==> config.mk <==
export PLATFORM = sky130hd
export DESIGN_NAME = usb_tx_bitstuffer_flat
export DESIGN_NICKNAME = d
export VERILOG_FILES = /design/src/rtl/usb_pkg.sv /design/src/rtl/usb_tx_bitstuffer_if.sv /design/src/rtl/usb_bit_stuffer.sv /design/src/rtl/usb_tx_bitstuffer.sv /design/src/flat_wrapper.sv
export SDC_FILE = /design/constraint.sdc
export NUM_CORES = 1
export LEC_CHECK = 0
export BUFFER_PORTS_ARGS = -buffer_cell sky130_fd_sc_hd__buf_2
export CORE_ASPECT_RATIO = 0.5
export CORE_MARGIN = 5
export CORE_UTILIZATION = 57
export DETAILED_ROUTE_END_ITERATION = 8
export PLACE_DENSITY_LB_ADDON = 0.2
export SLEW_MARGIN = 5
export SYNTH_ARGS = -nofsm -noshare
export SYNTH_HDL_FRONTEND = slang
export SYNTH_HIERARCHICAL = 1
export SYNTH_SLANG_ARGS = --single-unit
==> constraint.sdc <==
create_clock -name clk -period 2.8 [get_ports clk]
set_clock_uncertainty 0.1 [all_clocks]
set_input_delay 0.14 -clock clk [delete_from_list [all_inputs] [get_ports clk]]
set_output_delay 0.14 -clock clk [all_outputs]
set_load 0.02 [all_outputs]
==> src/rtl/usb_pkg.sv <==
// Shared types and defaults for the USB transmit bit-stuffer.
package usb_pkg;

  typedef enum logic [2:0] {
    ST_IDLE,
    ST_SYNC,
    ST_DATA,
    ST_STUFF,
    ST_GAP
  } state_e;

  localparam int unsigned STUFF_LEN_DEF    = 6;
  localparam logic [7:0]  SYNC_PATTERN_DEF = 8'h80;
  localparam int unsigned GAP_CYCLES_DEF   = 4;

endpackage

==> src/rtl/usb_tx_bitstuffer_if.sv <==
// Byte-side valid/ready handshake between the packet source and the serializer.
interface usb_tx_bitstuffer_if;

  logic [7:0] tx_data;
  logic       tx_valid;
  logic       tx_last;
  logic       tx_ready;

  modport master (output tx_data, output tx_valid, output tx_last, input tx_ready);
  modport slave  (input tx_data, input tx_valid, input tx_last, output tx_ready);

endinterface

==> src/rtl/usb_bit_stuffer.sv <==
// Tracks the run of 1s on the outgoing serial stream and requests a stuffed 0.
module usb_bit_stuffer #(
  parameter int unsigned STUFF_LEN = usb_pkg::STUFF_LEN_DEF
) (
  input  logic clk,
  input  logic rst,
  input  logic bit_i,
  input  logic val_i,
  output logic stall_req_o
);

  localparam int unsigned W = $clog2(STUFF_LEN + 1);

  logic [W-1:0] ones_cnt_q, ones_cnt_d;

  // Saturating so a long run of 1s in a non-stuffed region cannot wrap.
  always_comb begin
    ones_cnt_d = ones_cnt_q;
    if (!val_i || !bit_i) begin
      ones_cnt_d = '0;
    end else if (ones_cnt_q != W'(STUFF_LEN)) begin
      ones_cnt_d = ones_cnt_q + W'(1);
    end
  end

  always_ff @(posedge clk) begin
    if (rst) ones_cnt_q <= '0;
    else     ones_cnt_q <= ones_cnt_d;
  end

  assign stall_req_o = (ones_cnt_q == W'(STUFF_LEN));

endmodule

==> src/rtl/usb_tx_bitstuffer.sv <==
// Byte-to-bit serializer with USB bit stuffing, LSB first, one bit per clk.
// Define USB_TX_SYNC_EN to prepend SYNC_PATTERN to every packet.
module usb_tx_bitstuffer
  import usb_pkg::*;
#(
  parameter int unsigned STUFF_LEN    = STUFF_LEN_DEF,
  parameter logic [7:0]  SYNC_PATTERN = SYNC_PATTERN_DEF,
  parameter int unsigned GAP_CYCLES   = GAP_CYCLES_DEF
) (
  input  logic                clk,
  input  logic                rst,
  usb_tx_bitstuffer_if.slave  tx_bus,
  output logic                s_data_out,
  output logic                s_data_val,
  output logic                busy,
  output logic                underrun
);

`ifdef USB_TX_SYNC_EN
  localparam bit SyncEn = 1'b1;
`else
  localparam bit SyncEn = 1'b0;
`endif

  localparam int unsigned GW = $clog2(GAP_CYCLES + 1);

  state_e          state_q, state_d;
  logic [7:0]      sh_q, sh_d;
  logic            last_q, last_d;
  logic [2:0]      bit_cnt_q, bit_cnt_d;
  logic [GW-1:0]   gap_cnt_q, gap_cnt_d;
  logic [7:0]      hold_data_q, hold_data_d;
  logic            hold_last_q, hold_last_d;
  logic            hold_full_q, hold_full_d;
  logic            tx_ready_q;
  logic            out_q, out_d, val_q, val_d, busy_q, underrun_q, underrun_d;
  logic            pull, accept, stall_req;

  assign accept = tx_bus.tx_valid & tx_ready_q;

  // A pull and an accept on the same edge reload the holding register.
  always_comb begin
    hold_full_d = hold_full_q & ~pull;
    hold_data_d = hold_data_q;
    hold_last_d = hold_last_q;
    if (accept) begin
      hold_full_d = 1'b1;
      hold_data_d = tx_bus.tx_data;
      hold_last_d = tx_bus.tx_last;
    end
  end

  // NOTE: every signal gets a default before the case so no path leaves it unassigned (no latches).
  always_comb begin
    state_d    = state_q;
    sh_d       = sh_q;
    last_d     = last_q;
    bit_cnt_d  = bit_cnt_q;
    gap_cnt_d  = gap_cnt_q;
    out_d      = 1'b0;
    val_d      = 1'b0;
    underrun_d = 1'b0;
    pull       = 1'b0;
    unique case (state_q)
      ST_IDLE: begin
        if (hold_full_q) begin
          val_d     = 1'b1;
          bit_cnt_d = 3'd1;
          if (SyncEn) begin
            state_d = ST_SYNC;
            sh_d    = SYNC_PATTERN;
            last_d  = 1'b0;
            out_d   = SYNC_PATTERN[0];
          end else begin
            state_d = ST_DATA;
            pull    = 1'b1;
            sh_d    = hold_data_q;
            last_d  = hold_last_q;
            out_d   = hold_data_q[0];
          end
        end
      end
      ST_SYNC, ST_DATA, ST_STUFF: begin
        // A pending stuff bit wins over the byte-boundary decision.
        if (state_q != ST_SYNC && stall_req) begin
          state_d = ST_STUFF;
          val_d   = 1'b1;
        end else if (bit_cnt_q != 3'd0) begin
          if (state_q == ST_STUFF) state_d = ST_DATA;
          val_d     = 1'b1;
          out_d     = sh_q[bit_cnt_q];
          bit_cnt_d = bit_cnt_q + 3'd1;
        end else if (last_q) begin
          state_d   = ST_GAP;
          gap_cnt_d = '0;
        end else if (hold_full_q) begin
          state_d   = ST_DATA;
          pull      = 1'b1;
          sh_d      = hold_data_q;
          last_d    = hold_last_q;
          val_d     = 1'b1;
          out_d     = hold_data_q[0];
          bit_cnt_d = 3'd1;
        end else begin
          state_d    = ST_GAP;
          gap_cnt_d  = '0;
          underrun_d = 1'b1;
        end
      end
      ST_GAP: begin
        if (gap_cnt_q == GW'(GAP_CYCLES - 1)) begin
          state_d   = ST_IDLE;
          gap_cnt_d = '0;
        end else begin
          gap_cnt_d = gap_cnt_q + GW'(1);
        end
      end
      default: state_d = ST_IDLE;
    endcase
  end

  usb_bit_stuffer #(.STUFF_LEN(STUFF_LEN)) u_stuffer (
    .clk         (clk),
    .rst         (rst),
    .bit_i       (out_d),
    .val_i       (val_d),
    .stall_req_o (stall_req)
  );

  // NOTE: sequential state uses non-blocking assignments so every register samples pre-edge values.
  always_ff @(posedge clk) begin
    if (rst) begin
      state_q     <= ST_IDLE;
      sh_q        <= '0;
      last_q      <= 1'b0;
      bit_cnt_q   <= '0;
      gap_cnt_q   <= '0;
      hold_data_q <= '0;
      hold_last_q <= 1'b0;
      hold_full_q <= 1'b0;
      tx_ready_q  <= 1'b0;
      out_q       <= 1'b0;
      val_q       <= 1'b0;
      busy_q      <= 1'b0;
      underrun_q  <= 1'b0;
    end else begin
      state_q     <= state_d;
      sh_q        <= sh_d;
      last_q      <= last_d;
      bit_cnt_q   <= bit_cnt_d;
      gap_cnt_q   <= gap_cnt_d;
      hold_data_q <= hold_data_d;
      hold_last_q <= hold_last_d;
      hold_full_q <= hold_full_d;
      tx_ready_q  <= ~hold_full_d;
      out_q       <= out_d;
      val_q       <= val_d;
      busy_q      <= (state_d != ST_IDLE);
      underrun_q  <= underrun_d;
    end
  end

  assign tx_bus.tx_ready = tx_ready_q;
  assign s_data_out      = out_q;
  assign s_data_val      = val_q;
  assign busy            = busy_q;
  assign underrun        = underrun_q;

endmodule
==> src/flat_wrapper.sv <==
// flat-port wrapper written by rule: the top's interface ports become plain ports
module usb_tx_bitstuffer_flat import usb_pkg::*;
#(
  parameter int unsigned STUFF_LEN    = STUFF_LEN_DEF,
  parameter logic [7:0]  SYNC_PATTERN = SYNC_PATTERN_DEF,
  parameter int unsigned GAP_CYCLES   = GAP_CYCLES_DEF
)
  (clk, rst, s_data_out, s_data_val, busy, underrun, tx_bus_tx_data, tx_bus_tx_valid, tx_bus_tx_last, tx_bus_tx_ready);
  usb_tx_bitstuffer_if tx_bus_i ();
  input  logic clk;
  input  logic rst;
  output logic s_data_out;
  output logic s_data_val;
  output logic busy;
  output logic underrun;
  input wire logic [$bits(tx_bus_i.tx_data)-1:0] tx_bus_tx_data;
  input wire logic [$bits(tx_bus_i.tx_valid)-1:0] tx_bus_tx_valid;
  input wire logic [$bits(tx_bus_i.tx_last)-1:0] tx_bus_tx_last;
  output wire logic [$bits(tx_bus_i.tx_ready)-1:0] tx_bus_tx_ready;
  assign tx_bus_i.tx_data = tx_bus_tx_data;
  assign tx_bus_i.tx_valid = tx_bus_tx_valid;
  assign tx_bus_i.tx_last = tx_bus_tx_last;
  assign tx_bus_tx_ready = tx_bus_i.tx_ready;
  usb_tx_bitstuffer #(.STUFF_LEN(STUFF_LEN), .SYNC_PATTERN(SYNC_PATTERN), .GAP_CYCLES(GAP_CYCLES)) u_core (.clk(clk), .rst(rst), .tx_bus(tx_bus_i), .s_data_out(s_data_out), .s_data_val(s_data_val), .busy(busy), .underrun(underrun));
endmodule
==> tab_implementation.tex, run 1 <==
\begin{tabular}{lr}
\hline
Metric & Value \\
\hline
\multicolumn{2}{l}{\textbf{CTS}} \\
\quad Clock H-tree levels & 2 \\
\quad Clk Tree Root Cell & sky130\_fd\_sc\_hd\_\_clkbuf\_8 \\
\quad Number of cells upsized or downsized after cts & 0 \\
\quad Clock tree from TritonCTS & built \\
\quad Sink Count & 36 \\
\quad Number of buffers between clock root and the deepest sink & 2 \\
\quad Clock slew at reported path FFs & 0.07 ns \\
\quad Clock latency on the worst-skew pair & 0.29 ns \\
\quad Total clock buffers created by CTS & 5 \\
\multicolumn{2}{l}{\textbf{Critical path}} \\
\quad Data arrival time of the critical path & 2.51 ns \\
\quad Maximum cell stage delay along the critical path & 0.39 ns \\
\quad Data required time at the worst endpoint & 2.91 ns \\
\quad Number of cells traversed by the worst register-to-register path & 9 \\
\quad Startpoint of the most critical setup path & u\_core/u\_stuffer/ones\_cnt\_q[0]\$\_SDFFE\_PP0P\_ \\
\quad Reg-to-Reg Start & u\_core/u\_stuffer/ones\_cnt\_q[0]\$\_SDFFE\_PP0P\_ \\
\quad Kind of critical path & reg2reg \\
\quad Highest-delay cell along the critical path & sky130\_fd\_sc\_hd\_\_dfxtp\_1 \\
\quad List of cells traversed by the critical path & inv\_1 > ha\_1 > and2\_2 > and2\_1 > o31a\_1 > nor2\_1 > o2bb2ai\_1 > nand3b\_1 > nor3\_2 \\
\quad Crit-path leading delay family & simple AND/OR/NAND/NOR gates \\
\quad Number of buffer and inverter stages on the critical path & 1 \\
\quad Startpoint Class & register \\
\quad Highest net fanout along the worst path & 9 \\
\quad Critical Path End Type & register \\
\quad Crit. path cell count & 9 \\
\multicolumn{2}{l}{\textbf{Timing}} \\
\quad Upper clock frequency limit & 416 MHz \\
\quad Share of the cycle needed by the critical path after routing & 85.8\% \\
\quad Fin. Hold Viols & 0 \\
\quad Pins over their slew limit & 0 \\
\quad Setup\_tns & 0 ns \\
\quad Slew margin rel. & 58.6\% \\
\quad Minimum clock period after layout & 2.40 ns \\
\quad Setup WS post-layout & 0.398 ns \\
\quad \# setup viols final & 0 \\
\quad RSZ-0062 raised after global routing & false \\
\quad Least-Margin Pin Slew & 0.618 ns \\
\multicolumn{2}{l}{\textbf{Placement}} \\
\quad Post-placement setup slack & 0.463 ns \\
\quad Post-detailed-placement half-perimeter wirelength & 2400 um \\
\quad Count of port buffers added during placement & 16 \\
\quad Placer Congestion & 0.829 \\
\multicolumn{2}{l}{\textbf{Floorplan}} \\
\quad Io pins & 17 \\
\quad Vertical die dimension & 48.3 um \\
\quad Effective utilization at floorplan & 61.8\% \\
\quad Floorplan die width & 86.5 um \\
\quad Number of cell rows & 13 \\
\quad Core region area & 0.00270 mm\^{}2 \\
\quad DIE AREA & 0.00418 mm\^{}2 \\
\multicolumn{2}{l}{\textbf{Logic synthesis}} \\
\quad Post-synthesis sequential area ratio & 43.2\% \\
\quad Ys async rst share & 0\% \\
\quad Number of library cell types mapped by synthesis & 49 \\
\quad Post-synthesis average cell area & 8.88 um\^{}2 \\
\quad Yosys warning total & 6 \\
\quad Number of synthesized register bits & 36 \\
\quad Number of enable flip-flop cells after synthesis & 0 \\
\quad Number of cells produced by synthesis & 188 \\
\quad Post-synth design cell area & 0.00167 mm\^{}2 \\
\quad Top\_reg\_cell synth & sky130\_fd\_sc\_hd\_\_dfxtp\_1 \\
\quad Post-Syn Nets & 205 \\
\multicolumn{2}{l}{\textbf{GRT}} \\
\quad Overall fraction of global-route tracks in use & 18.7\% \\
\quad Wire length of the first global-routing pass & 5910 um \\
\quad Aggregate global routing overflow & 0 \\
\quad Largest net degree at the start of global routing & 29 \\
\quad Number of global-route vias before repair & 1303 \\
\quad Number of antenna violations at the first check in global routing & 0 \\
\multicolumn{2}{l}{\textbf{Detailed routing}} \\
\quad Avg WL per Cell & 14.4 um \\
\quad Via-per-instance ratio & 5.71 \\
\quad Sum of routed wire length over all layers & 3570 um \\
\quad Iteration count of the initial detailed-routing pass & 4 \\
\quad Count of vias placed by the detailed router & 1417 \\
\quad Count of unresolved DRC violations after routing & 0 \\
\quad Residual antenna-violating net count after detailed routing & 0 \\
\quad Starting DRT DRC Count & 121 \\
\multicolumn{2}{l}{\textbf{Finish}} \\
\quad Area growth from synthesis to layout & 16.6\% \\
\quad \# diodes & 0 \\
\quad Fraction of layout instances using a drive strength above 1 & 18.0\% \\
\quad Core utilization of the finished layout & 72.1\% \\
\quad Net count of the finished layout & 227 \\
\multicolumn{2}{l}{\textbf{Power}} \\
\quad Seq pwr share & 49.7\% \\
\quad Share of power burned in the clock network & 41.3\% \\
\quad Power density of the placed cells & 561 mW/mm\^{}2 \\
\quad Leakage component of the power & 0.728 nW \\
\quad Share of total power in combinational logic & 8.9\% \\
\quad Post-route total power & 1.09 mW \\
\quad Switching Fraction & 23.8\% \\
\quad Net switching power & 260 uW \\
\quad Worst supply voltage drop on vdd & 0.411 mV \\
\quad Internal power & 833 uW \\
\multicolumn{2}{l}{\textbf{Min path}} \\
\quad Path type of the worst min-delay path & in2reg \\
\quad Hold Path Depth & 2 \\
\quad Source of the worst hold timing path & rst \\
\multicolumn{2}{l}{\textbf{Run status}} \\
\quad Status & finished, final reports clean \\
\multicolumn{2}{l}{\textbf{Run}} \\
\quad Count of maximum capacitance violations & 0 \\
\hline
\end{tabular}
## metal layers
metal | vias to the layer above | share of wire (%) | GRT usage (%)
met3 | 7 | 7.7 | 5.06
met1 | 645 | 45 | 22.4
met5 | - | 0 | 0
met4 | 0 | 0.87 | 5.90
met2 | 50 | 47 | 34.2
li1 | 715 | - | -
## per-stage QoR
| step | instance area, um^2 | hold WS [ns] | std cells |
|---|---|---|---|
| floorplan | 1670 | 0.176 | 188 |
| global placement | 1750 | 0.282 | 231 |
| detailed placement | 1750 | 0.286 | 231 |
| CTS | 1950 | 0.227 | 248 |
| global route | 1950 | 0.243 | 248 |
| finish | 1950 | 0.232 | 248 |
## worst reg2reg max path, cell delays in order, from the launching register on
cell and delay (ns):
sky130_fd_sc_hd__dfxtp_1 0.39, sky130_fd_sc_hd__inv_1 0.07, sky130_fd_sc_hd__ha_1 0.25, sky130_fd_sc_hd__and2_2 0.24, sky130_fd_sc_hd__and2_1 0.21, sky130_fd_sc_hd__o31a_1 0.39
sky130_fd_sc_hd__nor2_1 0.16, sky130_fd_sc_hd__o2bb2ai_1 0.14, sky130_fd_sc_hd__nand3b_1 0.15, sky130_fd_sc_hd__nor3_2 0.22
## cell usage after synthesis (2+ instances only)
cell | instances | area share [%]
sky130_fd_sc_hd__nor2_1 | 7 | 1.6
sky130_fd_sc_hd__a211oi_1 | 2 | 0.90
sky130_fd_sc_hd__nor3_1 | 5 | 1.5
sky130_fd_sc_hd__nor2b_1 | 2 | 0.75
sky130_fd_sc_hd__a22oi_1 | 2 | 0.90
sky130_fd_sc_hd__a21o_1 | 2 | 0.90
sky130_fd_sc_hd__a31oi_1 | 3 | 1.1
sky130_fd_sc_hd__ha_1 | 5 | 3.7
sky130_fd_sc_hd__clkbuf_1 | 6 | 1.3
sky130_fd_sc_hd__inv_1 | 8 | 1.8
sky130_fd_sc_hd__a21oi_1 | 22 | 6.6
sky130_fd_sc_hd__and3_1 | 2 | 0.75
sky130_fd_sc_hd__nand3_1 | 12 | 3.6
sky130_fd_sc_hd__o21ai_1 | 4 | 1.2
sky130_fd_sc_hd__o21ai_0 | 10 | 3.0
sky130_fd_sc_hd__nand2b_1 | 2 | 0.75
sky130_fd_sc_hd__dfxtp_1 | 36 | 43
sky130_fd_sc_hd__nand4_1 | 2 | 0.75
sky130_fd_sc_hd__mux4_2 | 2 | 2.7
sky130_fd_sc_hd__and2_1 | 2 | 0.75
sky130_fd_sc_hd__nand2_1 | 23 | 5.2
sky130_fd_sc_hd__o21a_1 | 2 | 0.90
## cells in the final DEF, fill, tap and decap left out, types with 3 or more instances in the layout
master	n
sky130_fd_sc_hd__nor2_1	7
sky130_fd_sc_hd__o21ai_1	4
sky130_fd_sc_hd__clkbuf_8	5
sky130_fd_sc_hd__nand3_1	12
sky130_fd_sc_hd__buf_2	16
sky130_fd_sc_hd__dlygate4sd3_1	9
sky130_fd_sc_hd__dfxtp_1	36
sky130_fd_sc_hd__nand2_1	23
sky130_fd_sc_hd__a31oi_1	3
sky130_fd_sc_hd__o21ai_0	10
sky130_fd_sc_hd__nor3_1	5
sky130_fd_sc_hd__inv_1	8
sky130_fd_sc_hd__ha_1	5
sky130_fd_sc_hd__a21oi_1	22
## area by class of cell
class | count | area [um^2]
clock buffer | 5 | 68.8
fill | 207 | 753
timing repair buffer | 25 | 170
multi-input combinational | 134 | 868
clock inverter | 3 | 42.5
sequential | 36 | 721
tap | 37 | 46.3
inverter | 8 | 30.0
## power by group through the flow
stage | Clock (mW) | Sequential [mW] | Combinational (mW)
CTS | 0.457 | 0.543 | 0.0967
global placement | 0 | 0.554 | 0.0851
finish | 0.452 | 0.543 | 0.0976
floorplan | 0 | 0.552 | 0.0678
global route | 0.476 | 0.545 | 0.108
detailed placement | 0 | 0.555 | 0.0863
## path summary, 6_finish.rpt
path | endpoint | slack [ns]
hold / removal | u_core/hold_data_q[5]$_SDFFE_PP0P_ | 0.23
setup reg to reg | u_core/u_stuffer/ones_cnt_q[2]$_SDFFE_PP0P_ | 0.40
hold reg to reg | u_core/hold_data_q[5]$_SDFFE_PP0P_ | 0.36
setup / recovery | u_core/u_stuffer/ones_cnt_q[2]$_SDFFE_PP0P_ | 0.40
## repair_timing
action | in CTS | in global routing
hold buffers | 9 | 0
endpoints found under the hold margin | 9 | 0
setup buffers | 0 | 0
## flip-flops by register name, summed over array words and instances (netlist names), 3 cells and up
register,cells
u_core/state_q,3
u_core/hold_data_q,8
u_core/sh_q,8
u_core/gap_cnt_q,3
u_core/u_stuffer/ones_cnt_q,3
u_core/bit_cnt_q,3
## logic make-up (layout without fill, tap and decap cells)
kind of cell	Yosys count	count (layout)	synth area share (%)
mux	2	2	2.70
buf+inv	18	41	4.80
compound gates	57	57	22.4
flops	36	36	43.2
fa+ha+maj	5	5	3.75
simple gates	70	70	23.2
(Power assumes the default switching activity.)
==> inputs of run 2 (changes only) <==
--- a/config.mk
+++ b/config.mk
@@ -8,9 +8,11 @@
 export BUFFER_PORTS_ARGS = -buffer_cell sky130_fd_sc_hd__buf_2
 export CORE_ASPECT_RATIO = 0.5
 export CORE_MARGIN = 5
-export CORE_UTILIZATION = 57
+export CORE_UTILIZATION = 60
+export CTS_BUF_LIST = sky130_fd_sc_hd__clkbuf_2 sky130_fd_sc_hd__clkbuf_4 sky130_fd_sc_hd__clkbuf_8
 export DETAILED_ROUTE_END_ITERATION = 8
 export PLACE_DENSITY_LB_ADDON = 0.2
+export SKIP_LAST_GASP = 1
 export SLEW_MARGIN = 5
 export SYNTH_ARGS = -nofsm -noshare
 export SYNTH_HDL_FRONTEND = slang
==> run 2 against run 1 <==
  * First-iteration DRC count is 45% higher
  * Non-clock buffer count unchanged
  * Via count up 0.49%
  * Combinational power about the same
  * Global-route usage grew 1.3 points
  * Count of clock-buffer cells in the layout up 1
  * Power rose by 0.58%
  * Critical path depth did not move
  * Maximum frequency grew 1.8%
  * Design area unchanged
  * Flip-flop and latch count unchanged
  * Largest cell class unchanged
==> tab_implementation.tex, run 2 (synthesis gave the netlist of run 1 again) <==
\begin{tabular}{lr}
\hline
Metric & Value \\
\hline
\multicolumn{2}{l}{\textbf{CTS}} \\
\quad Buffer count from post-CTS setup fixing & 0 (unchanged) \\
\quad Clock tree from TritonCTS & built (unchanged) \\
\quad Total clock buffers created by CTS & 5 (unchanged) \\
\quad Number of buffers between clock root and the deepest sink & 2 (unchanged) \\
\quad Clock latency on the worst-skew pair & 0.28 ns (was 0.29 ns) \\
\quad Number of hold buffers added after cts & 9 (unchanged) \\
\quad Clock H-tree levels & 2 (unchanged) \\
\quad Clock slew at reported path FFs & 0.07 ns (about the same) \\
\quad Clk Tree Root Cell & sky130\_fd\_sc\_hd\_\_clkbuf\_8 (unchanged) \\
\quad Sink Count & 36 (unchanged) \\
\quad Number of cells upsized or downsized after cts & 0 (unchanged) \\
\multicolumn{2}{l}{\textbf{Detailed routing}} \\
\quad Residual antenna-violating net count after detailed routing & 0 (unchanged) \\
\quad Count of vias placed by the detailed router & 1424 (was 1417) \\
\quad Iteration count of the initial detailed-routing pass & 4 (unchanged) \\
\quad Starting DRT DRC Count & 176 (was 121) \\
\quad Count of unresolved DRC violations after routing & 0 (unchanged) \\
\quad Avg WL per Cell & 14.5 um (was 14.4 um) \\
\quad Sum of routed wire length over all layers & 3590 um (was 3570 um) \\
\quad Via-per-instance ratio & 5.74 (was 5.71) \\
\multicolumn{2}{l}{\textbf{Critical path}} \\
\quad Startpoint Class & register (unchanged) \\
\quad Data arrival time of the critical path & 2.48 ns (was 2.51 ns) \\
\quad Highest net fanout along the worst path & 9 (unchanged) \\
\quad Register-to-register path setup slack & 0.44 ns (was 0.40 ns) \\
\quad Worst reg2reg path endpoint & u\_core/u\_stuffer/ones\_cnt\_q[2]\$\_SDFFE\_PP0P\_ (unchanged) \\
\quad Reg-to-Reg Start & u\_core/u\_stuffer/ones\_cnt\_q[0]\$\_SDFFE\_PP0P\_ (unchanged) \\
\quad Critical Path End Type & register (unchanged) \\
\quad Kind of critical path & reg2reg (unchanged) \\
\quad Data required time at the worst endpoint & 2.92 ns (was 2.91 ns) \\
\quad Number of cells traversed by the worst register-to-register path & 9 (unchanged) \\
\multicolumn{2}{l}{\textbf{Timing}} \\
\quad \# setup viols final & 0 (unchanged) \\
\quad Slew margin rel. & 58.2\% (was 58.6\%) \\
\quad Setup\_tns & 0 ns (unchanged) \\
\quad Share of the cycle needed by the critical path after routing & 84.3\% (was 85.8\%) \\
\quad Min Hold Slack & 0.235 ns (was 0.232 ns) \\
\quad Fin. Hold Viols & 0 (unchanged) \\
\quad Pins over their slew limit & 0 (unchanged) \\
\quad Setup WS post-layout & 0.439 ns (was 0.398 ns) \\
\quad Upper clock frequency limit & 424 MHz (was 416 MHz) \\
\quad Least-Margin Pin Slew & 0.624 ns (was 0.618 ns) \\
\quad Minimum clock period after layout & 2.36 ns (was 2.40 ns) \\
\quad RSZ-0062 raised after global routing & false (unchanged) \\
\multicolumn{2}{l}{\textbf{Finish}} \\
\quad Fraction of layout instances using a drive strength above 1 & 18.0\% (unchanged) \\
\quad \# diodes & 0 (unchanged) \\
\quad Most frequent cells in the layout & 36 x sky130\_fd\_sc\_hd\_\_dfxtp\_1, 23 x sky130\_fd\_sc\_hd\_\_nand2\_1, 22 x sky130\_fd\_sc\_hd\_\_a21oi\_1 (unchanged) \\
\quad Commonest non-fill, non-tap cell in the layout & sky130\_fd\_sc\_hd\_\_dfxtp\_1 (unchanged) \\
\quad Post-route cell area & 0.00195 mm\^{}2 (unchanged) \\
\quad Core utilization of the finished layout & 73.9\% (was 72.1\%) \\
\quad Net count of the finished layout & 227 (unchanged) \\
\quad Top Registers & u\_core/hold\_data\_q: 8 flops, u\_core/sh\_q: 8 flops (unchanged) \\
\quad Area growth from synthesis to layout & 16.6\% (unchanged) \\
\quad Non-filler instance count after layout & 248 (unchanged) \\
\multicolumn{2}{l}{\textbf{Floorplan}} \\
\quad DIE AREA & 0.00400 mm\^{}2 (was 0.00418 mm\^{}2) \\
\quad Number of cell rows & 13 (unchanged) \\
\quad Vertical die dimension & 47.3 um (was 48.3 um) \\
\quad Io pins & 17 (unchanged) \\
\quad Floorplan die width & 84.6 um (was 86.5 um) \\
\quad Core region area & 0.00264 mm\^{}2 (was 0.00270 mm\^{}2) \\
\quad Effective utilization at floorplan & 63.3\% (was 61.8\%) \\
\multicolumn{2}{l}{\textbf{Placement}} \\
\quad Post-placement setup slack & 0.485 ns (was 0.463 ns) \\
\quad Cell Count Post-Placement & 231 (unchanged) \\
\quad Placed standard-cell area & 0.00175 mm\^{}2 (unchanged) \\
\quad Placer Congestion & 0.843 (was 0.829) \\
\quad Count of port buffers added during placement & 16 (unchanged) \\
\quad Post-detailed-placement half-perimeter wirelength & 2430 um (was 2400 um) \\
\multicolumn{2}{l}{\textbf{Min path}} \\
\quad Path type of the worst min-delay path & in2reg (unchanged) \\
\quad Hold Path Depth & 2 (unchanged) \\
\quad Source of the worst hold timing path & rst (unchanged) \\
\quad End point of the most critical hold path & u\_core/hold\_data\_q[5]\$\_SDFFE\_PP0P\_ (unchanged) \\
\multicolumn{2}{l}{\textbf{Power}} \\
\quad Post-route total power & 1.10 mW (was 1.09 mW) \\
\quad Power density of the placed cells & 564 mW/mm\^{}2 (was 561 mW/mm\^{}2) \\
\quad Worst supply voltage drop on vdd & 0.407 mV (was 0.411 mV) \\
\quad Leakage component of the power & 0.732 nW (was 0.728 nW) \\
\multicolumn{2}{l}{\textbf{GRT}} \\
\quad Wire length of the first global-routing pass & 6100 um (was 5910 um) \\
\quad Aggregate global routing overflow & 0 (unchanged) \\
\quad Number of global-route vias before repair & 1314 (was 1303) \\
\quad Largest net degree at the start of global routing & 29 (unchanged) \\
\quad Number of antenna violations at the first check in global routing & 0 (unchanged) \\
\quad Overall fraction of global-route tracks in use & 20.0\% (was 18.7\%) \\
\multicolumn{2}{l}{\textbf{Run status}} \\
\quad Status & finished, final reports clean (unchanged) \\
\multicolumn{2}{l}{\textbf{Run}} \\
\quad Count of maximum capacitance violations & 0 (unchanged) \\
\hline
\end{tabular}
-- run 2: cell types whose count changed in the layout (fill, tap and decap cells not counted) --
| cell | change |
|---|---|
| sky130_fd_sc_hd__clkinvlp_4 | -1 |
| sky130_fd_sc_hd__clkbuf_4 | +1 |
-- run 2: layer usage --
metal,vias to the layer above,track usage [%],share of wire [%]
met1,670,24.5,47
met5,-,0,0
met3,7,6.65,5.5
met4,0,6.62,1.1
met2,32,34.5,46
li1,715,-,-
-- run 2: where the power goes --
| group | internal, mW | total, mW | switching [mW] |
|---|---|---|---|
| registers | 0.527 | 0.544 | 0.0161 |
| clock network | 0.274 | 0.458 | 0.184 |
| logic | 0.0422 | 0.0973 | 0.0551 |
| total | 0.844 | 1.10 | 0.255 |
-- run 2: how the worst max path moves through the flow --
stage	start	end	slack [ns]	cells after the start
after CTS	u_core/u_stuffer/ones_cnt_q[0]$_SDFFE_PP0P_	u_core/u_stuffer/ones_cnt_q[2]$_SDFFE_PP0P_	0.46	9
final	u_core/u_stuffer/ones_cnt_q[0]$_SDFFE_PP0P_	u_core/u_stuffer/ones_cnt_q[2]$_SDFFE_PP0P_	0.44	9
after global placement	u_core/u_stuffer/ones_cnt_q[0]$_SDFFE_PP0P_	u_core/u_stuffer/ones_cnt_q[2]$_SDFFE_PP0P_	0.62	9
after global routing	u_core/u_stuffer/ones_cnt_q[0]$_SDFFE_PP0P_	u_core/u_stuffer/ones_cnt_q[2]$_SDFFE_PP0P_	0.30	9
after detailed placement	u_core/u_stuffer/ones_cnt_q[0]$_SDFFE_PP0P_	u_core/u_stuffer/ones_cnt_q[2]$_SDFFE_PP0P_	0.48	9
after floorplan	u_core/u_stuffer/ones_cnt_q[0]$_SDFFE_PP0P_	u_core/u_stuffer/ones_cnt_q[2]$_SDFFE_PP0P_	0.72	9
-- run 2: worst max-delay path: stages, from the launching register on --
cell and delay (ns):
sky130_fd_sc_hd__dfxtp_1 0.39, sky130_fd_sc_hd__inv_1 0.06, sky130_fd_sc_hd__ha_1 0.25, sky130_fd_sc_hd__and2_2 0.24
sky130_fd_sc_hd__and2_1 0.21, sky130_fd_sc_hd__o31a_1 0.38, sky130_fd_sc_hd__nor2_1 0.18, sky130_fd_sc_hd__o2bb2ai_1 0.14
sky130_fd_sc_hd__nand3b_1 0.16, sky130_fd_sc_hd__nor3_2 0.19
-- run 2: layout make-up --
class	instances	area, um^2
fillers	208	688
clock inverters	2	35.0
multi-input cells	134	868
flip-flops and latches	36	721
inverters	8	30.0
repair buffers	25	170
clock buffers	6	76.3
well taps	37	46.3
==> inputs of run 3 (changes only) <==
==> constraint.sdc (replaced) <==
create_clock -name clk -period 2.3 [get_ports clk]
set_clock_uncertainty 0.1 [all_clocks]
set_input_delay 0.115 -clock clk [delete_from_list [all_inputs] [get_ports clk]]
set_output_delay 0.115 -clock clk [all_outputs]
set_load 0.02 [all_outputs]
==> run 3 against run 2 <==
  * First-iteration DRC count is 20% lower
  * Via count grew 0.63%
  * Flip-flop and latch count unchanged
  * Non-clock buffer count grew 3
  * Largest power group unchanged
==> tab_implementation.tex, run 3 (synthesis gave the netlist of run 1 again) <==
\begin{tabular}{lr}
\hline
Metric & Value \\
\hline
\multicolumn{2}{l}{\textbf{Timing}} \\
\quad Slew margin rel. & 65.2\% (was 58.2\%) \\
\quad \# setup viols final & 0 (unchanged) \\
\quad Minimum clock period after layout & 2.20 ns (was 2.36 ns) \\
\quad Min Hold Slack & 0.151 ns (was 0.235 ns) \\
\quad RSZ-0062 raised after global routing & false (unchanged) \\
\quad Least-Margin Pin Slew & 0.520 ns (was 0.624 ns) \\
\quad Pins over their slew limit & 0 (unchanged) \\
\quad Upper clock frequency limit & 455 MHz (was 424 MHz) \\
\quad Setup\_tns & 0 ns (unchanged) \\
\quad Fin. Hold Viols & 0 (unchanged) \\
\quad Share of the cycle needed by the critical path after routing & 95.6\% (was 84.3\%) \\
\multicolumn{2}{l}{\textbf{Finish}} \\
\quad Area growth from synthesis to layout & 17.1\% (was 16.6\%) \\
\quad Commonest non-fill, non-tap cell in the layout & sky130\_fd\_sc\_hd\_\_dfxtp\_1 (unchanged) \\
\quad \# diodes & 0 (unchanged) \\
\quad Most frequent cells in the layout & 35 x sky130\_fd\_sc\_hd\_\_dfxtp\_1, 23 x sky130\_fd\_sc\_hd\_\_nand2\_1, 22 x sky130\_fd\_sc\_hd\_\_a21oi\_1 (was 36 x sky130\_fd\_sc\_hd\_\_dfxtp\_1, 23 x sky130\_fd\_sc\_hd\_\_nand2\_1, 22 x sky130\_fd\_sc\_hd\_\_a21oi\_1) \\
\quad Net count of the finished layout & 230 (was 227) \\
\quad Fraction of layout instances using a drive strength above 1 & 20.1\% (was 18.0\%) \\
\quad Filler Cells Inserted & 200 (was 208) \\
\quad Top Registers & u\_core/hold\_data\_q: 8 flops, u\_core/sh\_q: 8 flops (unchanged) \\
\multicolumn{2}{l}{\textbf{Floorplan}} \\
\quad DIE AREA & 0.00400 mm\^{}2 (unchanged) \\
\quad Effective utilization at floorplan & 63.3\% (unchanged) \\
\quad Vertical die dimension & 47.3 um (unchanged) \\
\quad Floorplan die width & 84.6 um (unchanged) \\
\quad Core region area & 0.00264 mm\^{}2 (unchanged) \\
\quad Number of cell rows & 13 (unchanged) \\
\quad Io pins & 17 (unchanged) \\
\multicolumn{2}{l}{\textbf{GRT}} \\
\quad Wire length of the first global-routing pass & 5800 um (was 6100 um) \\
\quad Number of antenna violations at the first check in global routing & 0 (unchanged) \\
\quad Largest net degree at the start of global routing & 28 (was 29) \\
\quad Number of global-route vias before repair & 1247 (was 1314) \\
\quad Overall fraction of global-route tracks in use & 19.3\% (was 20.0\%) \\
\quad Aggregate global routing overflow & 0 (unchanged) \\
\multicolumn{2}{l}{\textbf{Min path}} \\
\quad Path type of the worst min-delay path & in2reg (unchanged) \\
\multicolumn{2}{l}{\textbf{Critical path}} \\
\quad Number of cells traversed by the worst register-to-register path & 9 (unchanged) \\
\quad Number of buffer and inverter stages on the critical path & 1 (unchanged) \\
\quad List of cells traversed by the critical path & inv\_1 > ha\_1 > and2\_2 > and2\_1 > o31a\_1 > nor2\_2 > o2bb2ai\_1 > nand3b\_1 > nor3\_2 (was inv\_1 > ha\_1 > and2\_2 > and2\_1 > o31a\_1 > nor2\_1 > o2bb2ai\_1 > nand3b\_1 > nor3\_2) \\
\quad Data required time at the worst endpoint & 2.41 ns (was 2.92 ns) \\
\quad Highest-delay cell along the critical path & sky130\_fd\_sc\_hd\_\_dfxtp\_2 (was sky130\_fd\_sc\_hd\_\_dfxtp\_1) \\
\quad Kind of critical path & reg2reg (unchanged) \\
\quad Reg-to-Reg Start & u\_core/u\_stuffer/ones\_cnt\_q[0]\$\_SDFFE\_PP0P\_ (unchanged) \\
\quad Capturing instance or port of the critical path & u\_core/u\_stuffer/ones\_cnt\_q[2]\$\_SDFFE\_PP0P\_ (unchanged) \\
\quad Register-to-register path setup slack & 0.10 ns (was 0.44 ns) \\
\quad Crit. path cell count & 9 (unchanged) \\
\quad Worst reg2reg path endpoint & u\_core/u\_stuffer/ones\_cnt\_q[2]\$\_SDFFE\_PP0P\_ (unchanged) \\
\quad Maximum cell stage delay along the critical path & 0.35 ns (was 0.39 ns) \\
\quad Critical Path End Type & register (unchanged) \\
\quad Startpoint Class & register (unchanged) \\
\quad Crit-path leading delay family & simple AND/OR/NAND/NOR gates (unchanged) \\
\quad Startpoint of the most critical setup path & u\_core/u\_stuffer/ones\_cnt\_q[0]\$\_SDFFE\_PP0P\_ (unchanged) \\
\quad Highest net fanout along the worst path & 6 (was 9) \\
\quad Data arrival time of the critical path & 2.31 ns (was 2.48 ns) \\
\multicolumn{2}{l}{\textbf{Power}} \\
\quad Internal power & 934 uW (was 844 uW) \\
\quad Leakage component of the power & 0.739 nW (was 0.732 nW) \\
\quad Share of power burned in the clock network & 36.4\% (was 41.7\%) \\
\quad Net switching power & 297 uW (was 255 uW) \\
\quad Post-route total power & 1.23 mW (was 1.10 mW) \\
\quad Share of total power in combinational logic & 9.9\% (was 8.9\%) \\
\quad Switching Fraction & 24.1\% (was 23.2\%) \\
\quad Power density of the placed cells & 630 mW/mm\^{}2 (was 564 mW/mm\^{}2) \\
\quad Worst supply voltage drop on vdd & 0.353 mV (was 0.407 mV) \\
\quad Seq pwr share & 53.7\% (was 49.5\%) \\
\multicolumn{2}{l}{\textbf{CTS}} \\
\quad Clock H-tree levels & 2 (unchanged) \\
\quad Buffer count from post-CTS setup fixing & 0 (unchanged) \\
\quad Clock tree from TritonCTS & built (unchanged) \\
\quad Total clock buffers created by CTS & 5 (unchanged) \\
\quad Number of buffers between clock root and the deepest sink & 2 (unchanged) \\
\quad Clock slew at reported path FFs & 0.07 ns (about the same) \\
\quad Clk Tree Root Cell & sky130\_fd\_sc\_hd\_\_clkbuf\_8 (unchanged) \\
\quad Sink Count & 36 (unchanged) \\
\quad Clock latency on the worst-skew pair & 0.28 ns (about the same) \\
\multicolumn{2}{l}{\textbf{Placement}} \\
\quad Count of port buffers added during placement & 16 (unchanged) \\
\quad Post-detailed-placement half-perimeter wirelength & 2360 um (was 2430 um) \\
\quad Placer Congestion & 0.898 (was 0.843) \\
\multicolumn{2}{l}{\textbf{Detailed routing}} \\
\quad Sum of routed wire length over all layers & 3460 um (was 3590 um) \\
\quad Iteration count of the initial detailed-routing pass & 4 (unchanged) \\
\quad Avg WL per Cell & 13.8 um (was 14.5 um) \\
\quad Starting DRT DRC Count & 140 (was 176) \\
\quad Count of vias placed by the detailed router & 1433 (was 1424) \\
\quad Via-per-instance ratio & 5.71 (was 5.74) \\
\quad Count of unresolved DRC violations after routing & 0 (unchanged) \\
\quad Residual antenna-violating net count after detailed routing & 0 (unchanged) \\
\multicolumn{2}{l}{\textbf{Run status}} \\
\quad Status & finished, final reports clean (unchanged) \\
\multicolumn{2}{l}{\textbf{Run}} \\
\quad Count of maximum capacitance violations & 0 (unchanged) \\
\hline
\end{tabular}
-- run 3: cell count changes in the layout (fill, tap and decap cells not counted), sizes merged --
cell and change:
clkinv +1, buf +3, bufinv -1
-- run 3: area by class of cell --
class,instances,area [um^2],share of cell area (%)
multi-input combinational,134,871,44.6
sequential,36,722,36.9
timing repair buffer,28,193,9.86
clock buffer,6,82.6,4.23
tap,37,46.3,2.37
inverter,8,30.0,1.54
clock inverter,2,10.0,0.512
-- run 3: power groups by stage --
stage	logic [mW]	registers, mW	clock network (mW)
floorplan	0.0825	0.672	0
global placement	0.106	0.674	0
detailed placement	0.108	0.675	0
CTS	0.120	0.661	0.465
global route	0.134	0.664	0.497
finish	0.122	0.661	0.449
-- run 3: routing by layer --
metal	wire length, um	track usage [%]	vias to the layer above
met2	1640	34.7	46
met1	1560	22.9	660
met3	237	5.95	4
met4	27	6.62	0
li1	-	-	723
met5	0	0	-
-- run 3: metrics by stage --
stage          area (um^2)  util, %  setup WS [ns]  cells
4_1_cts               1950     74.0         0.0668    251
3_3_place_gp          1770     67.1          0.200    234
6_report              1950     74.2          0.102    251
2_1_floorplan         1670        -          0.216    188
5_1_grt               1950     74.2         0.0197    251
3_5_place_dp          1770     67.1         0.0920    234
-- run 3: worst min-delay path by stage --
stage / start / endpoint / slack, ns / cells after the start
global placement: tx_bus_tx_data[4] / u_core/hold_data_q[4]$_SDFFE_PP0P_ / 0.26 / 3
finish: rst / u_core/sh_q[0]$_SDFFE_PP0P_ / 0.15 / 4
CTS: rst / u_core/sh_q[0]$_SDFFE_PP0P_ / 0.14 / 4
global route: rst / u_core/sh_q[0]$_SDFFE_PP0P_ / 0.16 / 4
floorplan: tx_bus_tx_data[1] / u_core/hold_data_q[1]$_SDFFE_PP0P_ / 0.15 / 2
detailed placement: tx_bus_tx_data[5] / u_core/hold_data_q[5]$_SDFFE_PP0P_ / 0.26 / 3
-- run 3: timing repair --
action / in CTS / in global routing
gates resized for setup: 0 / 2
endpoints found under the hold margin: 9 / 0
endpoints found under the setup margin: 0 / 3
hold buffers: 9 / 0
-- run 3: worst min-delay path, stage by stage --
cell and delay (ns):
sky130_fd_sc_hd__buf_2 0.09, sky130_fd_sc_hd__inv_1 0.12, sky130_fd_sc_hd__nand2_1 0.10, sky130_fd_sc_hd__o21ai_1 0.05
